File: config.mk
export PLATFORM = sky130hd
export DESIGN_NAME = load_store_unit_flat
export DESIGN_NICKNAME = d
export VERILOG_FILES = /design/src/rtl/load_store_unit_pkg.sv /design/src/rtl/load_store_unit_if.sv /design/src/rtl/load_store_unit_load_align.sv /design/src/rtl/load_store_unit.sv /design/src/flat_wrapper.sv
export SDC_FILE = /design/constraint.sdc
export NUM_CORES = 1
export LEC_CHECK = 0
export BUFFER_PORTS_ARGS = -buffer_cell sky130_fd_sc_hd__buf_2
export CORE_UTILIZATION = 35
export CTS_BUF_LIST = sky130_fd_sc_hd__clkbuf_2
export DETAILED_ROUTE_END_ITERATION = 10
export GPL_TIMING_DRIVEN = 1
export HOLD_SLACK_MARGIN = 0.05
export PLACE_DENSITY = 0.59
export SLEW_MARGIN = 15
export SYNTH_ARGS = -nofsm -noshare
export SYNTH_HDL_FRONTEND = slang
export SYNTH_SLANG_ARGS = --single-unit
File: constraint.sdc
create_clock -name clk -period 2.4 [get_ports clk]
set_input_delay 0.24 -clock clk [delete_from_list [all_inputs] [get_ports clk]]
set_output_delay 0.24 -clock clk [all_outputs]
set_load 0.01 [all_outputs]
File: src/rtl/load_store_unit_pkg.sv
// lsu_pkg: shared funct3 codes, FSM states and register-file write-enable codes
package lsu_pkg;
    localparam logic [2:0] F3_B  = 3'b000;
    localparam logic [2:0] F3_H  = 3'b001;
    localparam logic [2:0] F3_W  = 3'b010;
    localparam logic [2:0] F3_BU = 3'b100;
    localparam logic [2:0] F3_HU = 3'b101;
    localparam logic [2:0] RWE_NONE = 3'd0;
    localparam logic [2:0] RWE_WORD = 3'd1;
    typedef enum logic [1:0] {IDLE = 2'd0, ACCESS = 2'd1, WB = 2'd2} state_t;
endpackage

File: src/rtl/load_store_unit_if.sv
// load_store_unit_if: req/ack data-memory bus between the unit (master) and memory (slave)
interface load_store_unit_if;
    logic        req;
    logic        we;
    logic [3:0]  be;
    logic [31:0] addr;
    logic [31:0] wdata;
    logic        ack;
    logic [31:0] rdata;
    modport master (output req, we, be, addr, wdata, input ack, rdata);
    modport slave  (input req, we, be, addr, wdata, output ack, rdata);
endinterface

File: src/rtl/load_store_unit_load_align.sv
// load_align: picks the addressed byte/half from a read word and sign/zero-extends it
module load_align
    import lsu_pkg::*;
(
    input  logic [2:0]  funct3,
    input  logic [1:0]  off,
    input  logic [31:0] rdata,
    output logic [31:0] data
);
    logic [7:0]  b;
    logic [15:0] h;
    always_comb begin
        b = rdata[8*off +: 8];
        h = rdata[16*off[1] +: 16];
        data = funct3 == F3_B  ? {{24{b[7]}}, b} :
               funct3 == F3_BU ? {24'd0, b} :
               funct3 == F3_H  ? {{16{h[15]}}, h} :
               funct3 == F3_HU ? {16'd0, h} : rdata;
    end
endmodule

File: src/rtl/load_store_unit.sv
// load_store_unit: single-request memory stage with req/ack handshake, timeout and one-cycle writeback
module load_store_unit
    import lsu_pkg::*;
#(
    parameter int TIMEOUT = 16,
    parameter int CNT_W   = 5
) (
    input  logic               clk,
    input  logic               reset,
    input  logic               req_valid,
    output logic               req_ready,
    input  logic               req_load,
    input  logic [2:0]         req_funct3,
    input  logic [31:0]        req_addr,
    input  logic [31:0]        req_wdata,
    input  logic [4:0]         req_rd,
    load_store_unit_if.master  mem,
    output logic [31:0]        Data_D,
    output logic [4:0]         Addr_D,
    output logic [2:0]         rwe,
    output logic               stall,
    output logic               done,
    output logic               misalign_err,
    output logic               bus_err
);
    state_t state_q, state_d;
    logic [CNT_W-1:0] cnt_q, cnt_d;
    logic load_q, load_d, we_q, we_d;
    logic [2:0] f3_q, f3_d;
    logic [1:0] off_q, off_d;
    logic [4:0] rd_q, rd_d, waddr_q, waddr_d;
    logic [3:0] be_q, be_d;
    logic [29:0] addr_q, addr_d;
    logic [31:0] wdata_q, wdata_d, data_q, data_d, aligned;
    logic rwe_q, rwe_d, done_q, done_d, mis_q, mis_d, berr_q, berr_d;
    logic accept, bad, unsup, ack, tmo;

    load_align u_align (.funct3(f3_q), .off(off_q), .rdata(mem.rdata), .data(aligned));

    always_comb begin
        accept = req_valid && state_q == IDLE;
        unsup = req_load ? !(req_funct3 inside {F3_B, F3_H, F3_W, F3_BU, F3_HU})
                         : !(req_funct3 inside {F3_B, F3_H, F3_W});
        bad = unsup || (req_funct3[1:0] == 2'b01 && req_addr[0]) ||
              (req_funct3 == F3_W && req_addr[1:0] != 2'b00);
        ack = mem.ack && state_q == ACCESS;
        // ack takes priority over a timeout landing in the same cycle
        tmo = state_q == ACCESS && !mem.ack && cnt_q == CNT_W'(TIMEOUT - 1);
        state_d = state_q == IDLE   ? (accept && !bad ? ACCESS : IDLE) :
                  state_q == ACCESS ? (ack ? (load_q ? WB : IDLE) : tmo ? IDLE : ACCESS) : IDLE;
        cnt_d = accept ? '0 : state_q == ACCESS ? cnt_q + 1'b1 : cnt_q;
        load_d = load_q;
        f3_d = f3_q;
        off_d = off_q;
        rd_d = rd_q;
        we_d = we_q;
        be_d = be_q;
        addr_d = addr_q;
        wdata_d = wdata_q;
        if (accept) begin
            load_d = req_load;
            f3_d = req_funct3;
            off_d = req_addr[1:0];
            rd_d = req_rd;
            addr_d = req_addr[31:2];
            we_d = !req_load;
            be_d = req_load ? 4'b1111 :
                   req_funct3 == F3_B ? 4'b0001 << req_addr[1:0] :
                   req_funct3 == F3_H ? (req_addr[1] ? 4'b1100 : 4'b0011) : 4'b1111;
            wdata_d = req_funct3 == F3_B ? {4{req_wdata[7:0]}} :
                      req_funct3 == F3_H ? {2{req_wdata[15:0]}} : req_wdata;
        end
        rwe_d = ack && load_q && rd_q != 5'd0;
        data_d = rwe_d ? aligned : data_q;
        waddr_d = rwe_d ? rd_q : waddr_q;
        done_d = ack;
        mis_d = accept && bad;
        berr_d = tmo;
    end

    always_ff @(posedge clk) begin
        if (reset) begin
            state_q <= IDLE;
            cnt_q <= '0;
            load_q <= 1'b0;
            f3_q <= 3'd0;
            off_q <= 2'd0;
            rd_q <= 5'd0;
            we_q <= 1'b0;
            be_q <= 4'd0;
            addr_q <= '0;
            wdata_q <= '0;
            data_q <= '0;
            waddr_q <= 5'd0;
            rwe_q <= 1'b0;
            done_q <= 1'b0;
            mis_q <= 1'b0;
            berr_q <= 1'b0;
        end else begin
            state_q <= state_d;
            cnt_q <= cnt_d;
            load_q <= load_d;
            f3_q <= f3_d;
            off_q <= off_d;
            rd_q <= rd_d;
            we_q <= we_d;
            be_q <= be_d;
            addr_q <= addr_d;
            wdata_q <= wdata_d;
            data_q <= data_d;
            waddr_q <= waddr_d;
            rwe_q <= rwe_d;
            done_q <= done_d;
            mis_q <= mis_d;
            berr_q <= berr_d;
        end
    end

    assign req_ready = state_q == IDLE;
    assign stall = state_q != IDLE;
    assign mem.req = state_q == ACCESS;
    assign mem.we = mem.req && we_q;
    assign mem.be = mem.req ? be_q : 4'd0;
    assign mem.addr = mem.req ? {addr_q, 2'b00} : 32'd0;
    assign mem.wdata = mem.req ? wdata_q : 32'd0;
    assign Data_D = data_q;
    assign Addr_D = waddr_q;
    assign rwe = rwe_q ? RWE_WORD : RWE_NONE;
    assign done = done_q;
    assign misalign_err = mis_q;
    assign bus_err = berr_q;
endmodule

File: src/flat_wrapper.sv
// flat-port wrapper written by rule: the top's interface ports become plain ports
module load_store_unit_flat import lsu_pkg::*;
#(
    parameter int TIMEOUT = 16,
    parameter int CNT_W   = 5
)
  (clk, reset, req_valid, req_ready, req_load, req_funct3, req_addr, req_wdata, req_rd, Data_D, Addr_D, rwe, stall, done, misalign_err, bus_err, mem_req, mem_we, mem_be, mem_addr, mem_wdata, mem_ack, mem_rdata);
  load_store_unit_if mem_i ();
  input  logic clk;
  input  logic reset;
  input  logic req_valid;
  output logic req_ready;
  input  logic req_load;
  input  logic [2:0] req_funct3;
  input  logic [31:0] req_addr;
  input  logic [31:0] req_wdata;
  input  logic [4:0] req_rd;
  output logic [31:0] Data_D;
  output logic [4:0] Addr_D;
  output logic [2:0] rwe;
  output logic stall;
  output logic done;
  output logic misalign_err;
  output logic bus_err;
  output wire logic [$bits(mem_i.req)-1:0] mem_req;
  output wire logic [$bits(mem_i.we)-1:0] mem_we;
  output wire logic [$bits(mem_i.be)-1:0] mem_be;
  output wire logic [$bits(mem_i.addr)-1:0] mem_addr;
  output wire logic [$bits(mem_i.wdata)-1:0] mem_wdata;
  input wire logic [$bits(mem_i.ack)-1:0] mem_ack;
  input wire logic [$bits(mem_i.rdata)-1:0] mem_rdata;
  assign mem_req = mem_i.req;
  assign mem_we = mem_i.we;
  assign mem_be = mem_i.be;
  assign mem_addr = mem_i.addr;
  assign mem_wdata = mem_i.wdata;
  assign mem_i.ack = mem_ack;
  assign mem_i.rdata = mem_rdata;
  load_store_unit #(.TIMEOUT(TIMEOUT), .CNT_W(CNT_W)) u_core (.clk(clk), .reset(reset), .req_valid(req_valid), .req_ready(req_ready), .req_load(req_load), .req_funct3(req_funct3), .req_addr(req_addr), .req_wdata(req_wdata), .req_rd(req_rd), .mem(mem_i), .Data_D(Data_D), .Addr_D(Addr_D), .rwe(rwe), .stall(stall), .done(done), .misalign_err(misalign_err), .bus_err(bus_err));
endmodule
==> flow_metrics.tcl, run 1 <==
set metrics [dict create \
    outcome "complete, no violations" \
    synth.distinct_cells 56 \
    cts_buffers 17 \
    die_width_um 132.0 \
    cts_tree "done" \
    syn-cell-area_mm2 0.005911 \
    clkPwrFrac 0.267 \
    ys.flop_type "dfxtp_1" \
    slew-limit-headroom 0.5944 \
    dpl.cell_count 1125 \
    worstHoldPathType "input pin to flop" \
    nNetsFinal 1166 \
    port_buffers 219 \
    worstSetupStartpointType "flop" \
    cts_num_sinks 126 \
    synth.most_common_cell "nand2_1" \
    fin_util 0.5239 \
    place.gp.congestion 0.8528 \
    final-setup-viol-count 0 \
    synth_edf_count 0 \
    grt_first_pass_wirelength_um 31600 \
    stdcell_area_mm2 0.008657 \
    dieArea_mm2 0.01741 \
    final_layout_size_suffix_gt1_frac 0.2711 \
    p_sw_w 0.001232 \
    yosysSeqAreaShare 0.4268 \
    leakagePower_nw 3.815 \
    antenna_found_initial 1 \
    viasPerCell 4.954 \
    yosysTopAreaCell "dfxtp_1" \
    place_area_mm2 0.007162 \
    cts.clk_slew.worst_paths_ps 170 \
    drtIter0Drc 312 \
    drt-total-wl_um 19950 \
    area_growth_pct 46.46 \
    ys_ff_latch 126 \
    fmax_ghz 0.4427 \
    worst_pin_slew_ps 608.3 \
    core_area_mm2 0.01652 \
    worstSetupEndpointType "flop" \
    drv_slew 0 \
    power.density_mw_per_mm2 483.0 \
    instances_no_fill 1288 \
    intPower_w 0.002950 \
    yosysWarningCount 0 \
    cp_max_fo 24 \
    dieHeight_um 132.0 \
    num_rows 47 \
    crit_type "flop to flop" \
    vias 6381 \
    fin_setup_tns_ps 0 \
    total_power_w 0.004181 \
    pwr-share-seq 0.538 \
    clockBufferDepth 2 \
    async_flop_share 0 \
    combPwrFrac 0.195 \
    overflow 0 \
    yosys-top-cells-area "dfxtp_1, nand2_1, and2_1, a21oi_1, mux2i_1" \
    critPathMaxStageDelay_ps 750 \
    yosys-top-cells-count "nand2_1, dfxtp_1, a21oi_1, and2_1, nor2_1" \
    first_pass_iters 4 \
    drc 0 \
    rsz0062_at_grt "no" \
    start_util 0.3577 \
    ios 224 \
    swShare 0.2946 \
    worstPathArrival_ps 2830 \
    synthCells 728 \
    grtUsageTotal 0.2279 \
    period_share 0.9412 \
    finalClockSkew_ps 20.03 \
    cp.required_ps 2970 \
    slowest_stage "or3b_2" \
    ir_drop_v 0.0003494 \
    ant_nets 0 \
    grt_max_degree 56 \
    wl_per_cell_um 15.49 \
    path_cells "or3b_2 -> buf_4 -> nand2_1 -> a21oi_1 -> dlygate4sd3_1" \
    htree_levels 4 \
    dp_hpwl_um 12890 \
    syn_avg_cell_area_um2 8.119 \
    yosys.area.top_type_share 0.4268 \
    fin_crit_ps 2259 \
    drv_cap 0 \
    clk_latency_ps 670 \
    grt_pass1_vias 6080 \
    clock-root-buffer "clkbuf_2" \
    n_fill_cell 1614 \
    hold_viol_final 0 \
]
worst max-delay path, delay by kind of cell (launching register included):
family          cells  cell delay, ps
flops               1             370
simple gates        2             840
buf+inv             2             900
compound gates      1              60
layout make-up:
cell class | count | area (um2) | share of cell area
multi-input cells | 533 | 3067 | 0.3542
repair buffers | 370 | 2586 | 0.2987
flip-flops and latches | 126 | 2522 | 0.2914
well taps | 220 | 275.3 | 0.03180
clock buffers | 20 | 100.1 | 0.01156
clock inverters | 10 | 75.07 | 0.008672
inverters | 7 | 26.28 | 0.003035
diodes | 2 | 5.005 | 0.0005781
cell families after synthesis:
kind of cell    synth area share
other cells            0.0006344
fa+ha+maj               0.004233
simple gates              0.2536
buf+inv                  0.05842
compound gates            0.2053
flops                     0.4268
mux                      0.04657
xor+xnor                0.004446
state kept, by name, summed over array words and instances, names as in the netlist:
register             flops
u_core.be_q              4
u_core.addr_q           30
u_core.cnt_q             5
u_core.load_q            1
u_core.misalign_err      1
u_core.f3_q              3
u_core.off_q             2
u_core.rd_q              5
u_core.we_q              1
u_core.wdata_q          32
u_core.rwe_q             1
u_core.state_q           2
u_core.bus_err           1
u_core.Addr_D            5
u_core.Data_D           32
u_core.done              1
metrics by stage:
step	setup WS [ps]	hold WS, ps
2_1_floorplan	751.5	316.7
3_3_place_gp	544.7	438.3
3_5_place_dp	460.7	442.1
4_1_cts	32.36	53.05
5_1_grt	19.30	212.8
6_report	141.1	328.3
layer usage:
layer  part of all wire  GRT usage
met5                  0          0
met3              0.064    0.06267
met1               0.43     0.2762
met2               0.48     0.3815
met4              0.023    0.09044
path summary, 6_finish.rpt:
path | cells after the start | to | slack [ps] | from
worst min register to register | 2 | u_core.addr_q[25] | 460 | u_core.addr_q[25]
worst min-delay path | 3 | u_core.bus_err | 330 | mem_ack
worst max register to register | 5 | u_core.addr_q[3] | 140 | u_core.state_q[0]
worst max-delay path | 5 | u_core.addr_q[3] | 140 | u_core.state_q[0]
layout by cell type (no fill, tap or decap), types with 8 or more instances in the layout:
master | Yosys | final
dfxtp_1 | 126 | 126
clkbuf_2 | 0 | 20
o211ai_1 | 8 | 8
a211oi_1 | 29 | 29
o21ai_0 | 10 | 10
mux2i_1 | 23 | 23
nor2_1 | 54 | 54
a311oi_1 | 15 | 15
a21oi_1 | 70 | 70
buf_4 | 6 | 19
dlygate4sd3_1 | 0 | 130
nand2_1 | 161 | 161
buf_2 | 15 | 218
and2_1 | 69 | 68
power groups by stage:
stage	Sequential [W]	Combinational (W)	Clock [W]
after global placement	0.00229	0.000628	0
after detailed placement	0.00229	0.000629	0
final	0.00225	0.000815	0.00112
after CTS	0.00225	0.000797	0.00117
after global routing	0.00226	0.000894	0.00129
after floorplan	0.00227	0.000390	0
timing repair:
| item | in CTS | in global routing |
|---|---|---|
| buffers inserted | 0 | 0 |
| hold endpoints to repair | 121 | 3 |
| gates resized for setup | 0 | 2 |
| endpoints found under the setup margin | 0 | 22 |
| hold buffers | 127 | 3 |
No activity file was read; power rests on OpenSTA's default activity.
==> run 2, diff against run 1 <==
CTS_BUF_LIST = sky130_fd_sc_hd__clkbuf_8   (was sky130_fd_sc_hd__clkbuf_2)
==> run 2 against run 1 <==
Highest routed layer unchanged; combinational power is 17% lower; sequential cell count did not move; clock power is 46% higher; largest cell class unchanged; worst setup slack better by 260 ps.
==> flow_metrics.tcl, run 2 (synthesized netlist as in run 1, its figures left out) <==
set metrics [dict create \
    worstPathArrival_ps 2330 \
    n_fill_cell 1727 \
    first_pass_iters 4 \
    antenna_found_initial 0 \
    die_width_um 132.0 \
    cts-resized-gates 0 \
    cts_buffers 17 \
    cp_max_fo 16 \
    area_growth_pct 33.53 \
    dp_hpwl_um 12890 \
    grt_pass1_vias 5575 \
    ir_drop_v 0.0003629 \
    fin_setup_tns_ps 0 \
    drc 0 \
    viasPerCell 4.982 \
    drtIter0Drc 255 \
    drt-total-wl_um 18450 \
    wl_per_cell_um 15.45 \
    outcome "complete, no violations" \
    drv_cap 0 \
    post-place-ws_ps 460.7 \
    ios 224 \
    worstSetupStartpointType "flop" \
    dieArea_mm2 0.01741 \
    worst_pin_slew_ps 590.2 \
    seqCellArea_mm2 0.002522 \
    finalClockSkew_ps 8.446 \
    multi_input_area_mm2 0.003057 \
    fmax_ghz 0.5015 \
    finalWorstSetupSlack_ps 405.8 \
    dieHeight_um 132.0 \
    period_share 0.8309 \
    ant_nets 0 \
    grt_max_degree 56 \
    grt_first_pass_wirelength_um 29570 \
    clockBufferDepth 2 \
    place.gp.congestion 0.8528 \
    htree_levels 4 \
    hold_viol_final 0 \
    crit_type "flop to flop" \
    clk_latency_ps 430 \
    fin_crit_ps 1994 \
    cp.required_ps 2740 \
    slew-limit-headroom 0.6065 \
    clock-root-buffer "clkbuf_8" \
    num_rows 47 \
    vias 5949 \
    final_layout_size_suffix_gt1_frac 0.2936 \
    drv_slew 0 \
    power.density_mw_per_mm2 578.0 \
    worstSetupEndpointType "flop" \
    worstHoldPathType "input pin to flop" \
    core_area_mm2 0.01652 \
    start_util 0.3577 \
    leakagePower_nw 3.501 \
    cts_tree "done" \
    final-setup-viol-count 0 \
    cts_num_sinks 126 \
    final_cell_mix "buf_2, nand2_1, dfxtp_1, a21oi_1, and2_1" \
    nNetsFinal 1074 \
    overflow 0 \
    final_common_cell "buf_2" \
    antennaDiodeCount 0 \
    grtUsageTotal 0.2137 \
    rrSetupSlack_ps 410 \
    port_buffers 219 \
    rsz0062_at_grt "no" \
    cts.clk_slew.worst_paths_ps 70 \
]
run 2: layer usage:
layer	share of wire	wire [um]	global-route usage	up-vias
met5	0	0	0	-
met4	0.018	325	0.06395	0
met3	0.074	1366	0.07382	21
met2	0.47	8610	0.3480	192
met1	0.44	8151	0.2652	2778
li1	-	-	-	2958
run 2: layout make-up:
class,count,area share
Multi-Input combinational cell,532,0.3873
Clock buffer,19,0.03313
Inverter,7,0.003329
Timing Repair Buffer,279,0.2118
Tap cell,220,0.03488
Clock inverter,11,0.009987
Sequential cell,126,0.3196
run 2: through the flow:
step           power, W  cell area, um2  hold slack [ps]  instances    util
3_3_place_gp   0.002916            7162            438.3       1125  0.4334
4_1_cts        0.004620            7893            54.26       1194  0.4776
5_1_grt        0.004818            7893            57.39       1194  0.4776
2_1_floorplan  0.002661            5922            316.7        731       -
3_5_place_dp   0.002920            7162            442.1       1125  0.4334
6_report       0.004562            7893            84.74       1194  0.4776
run 2: worst max-delay path, stage by stage, from the launching register on:
cell,delay [ps]
dfxtp_1,620
nor3b_2,450
a22o_1,300
a211oi_4,80
buf_4,220
a211oi_1,220
run 2: worst paths after layout:
| kind | cells after the start | to | from |
|---|---|---|---|
| max | 5 | u_core.Data_D[16] | u_core.off_q[1] |
| min | 3 | u_core.wdata_q[5] | req_wdata[5] |
| max reg2reg | 5 | u_core.Data_D[16] | u_core.off_q[1] |
| min reg2reg | 2 | u_core.addr_q[7] | u_core.addr_q[7] |
run 2: what timing repair did:
action | CTS | global route
endpoints found under the hold margin | 39 | 0
buffers inserted | 0 | 0
hold buffers | 39 | 0
run 2: power breakdown:
group / total (W) / switching, W / internal, W
Combinational: 0.000678 / 0.000380 / 0.000298
Clock: 0.00164 / 0.000801 / 0.000837
Sequential: 0.00225 / 0.0000579 / 0.00219
Total: 0.00456 / 0.00124 / 0.00332
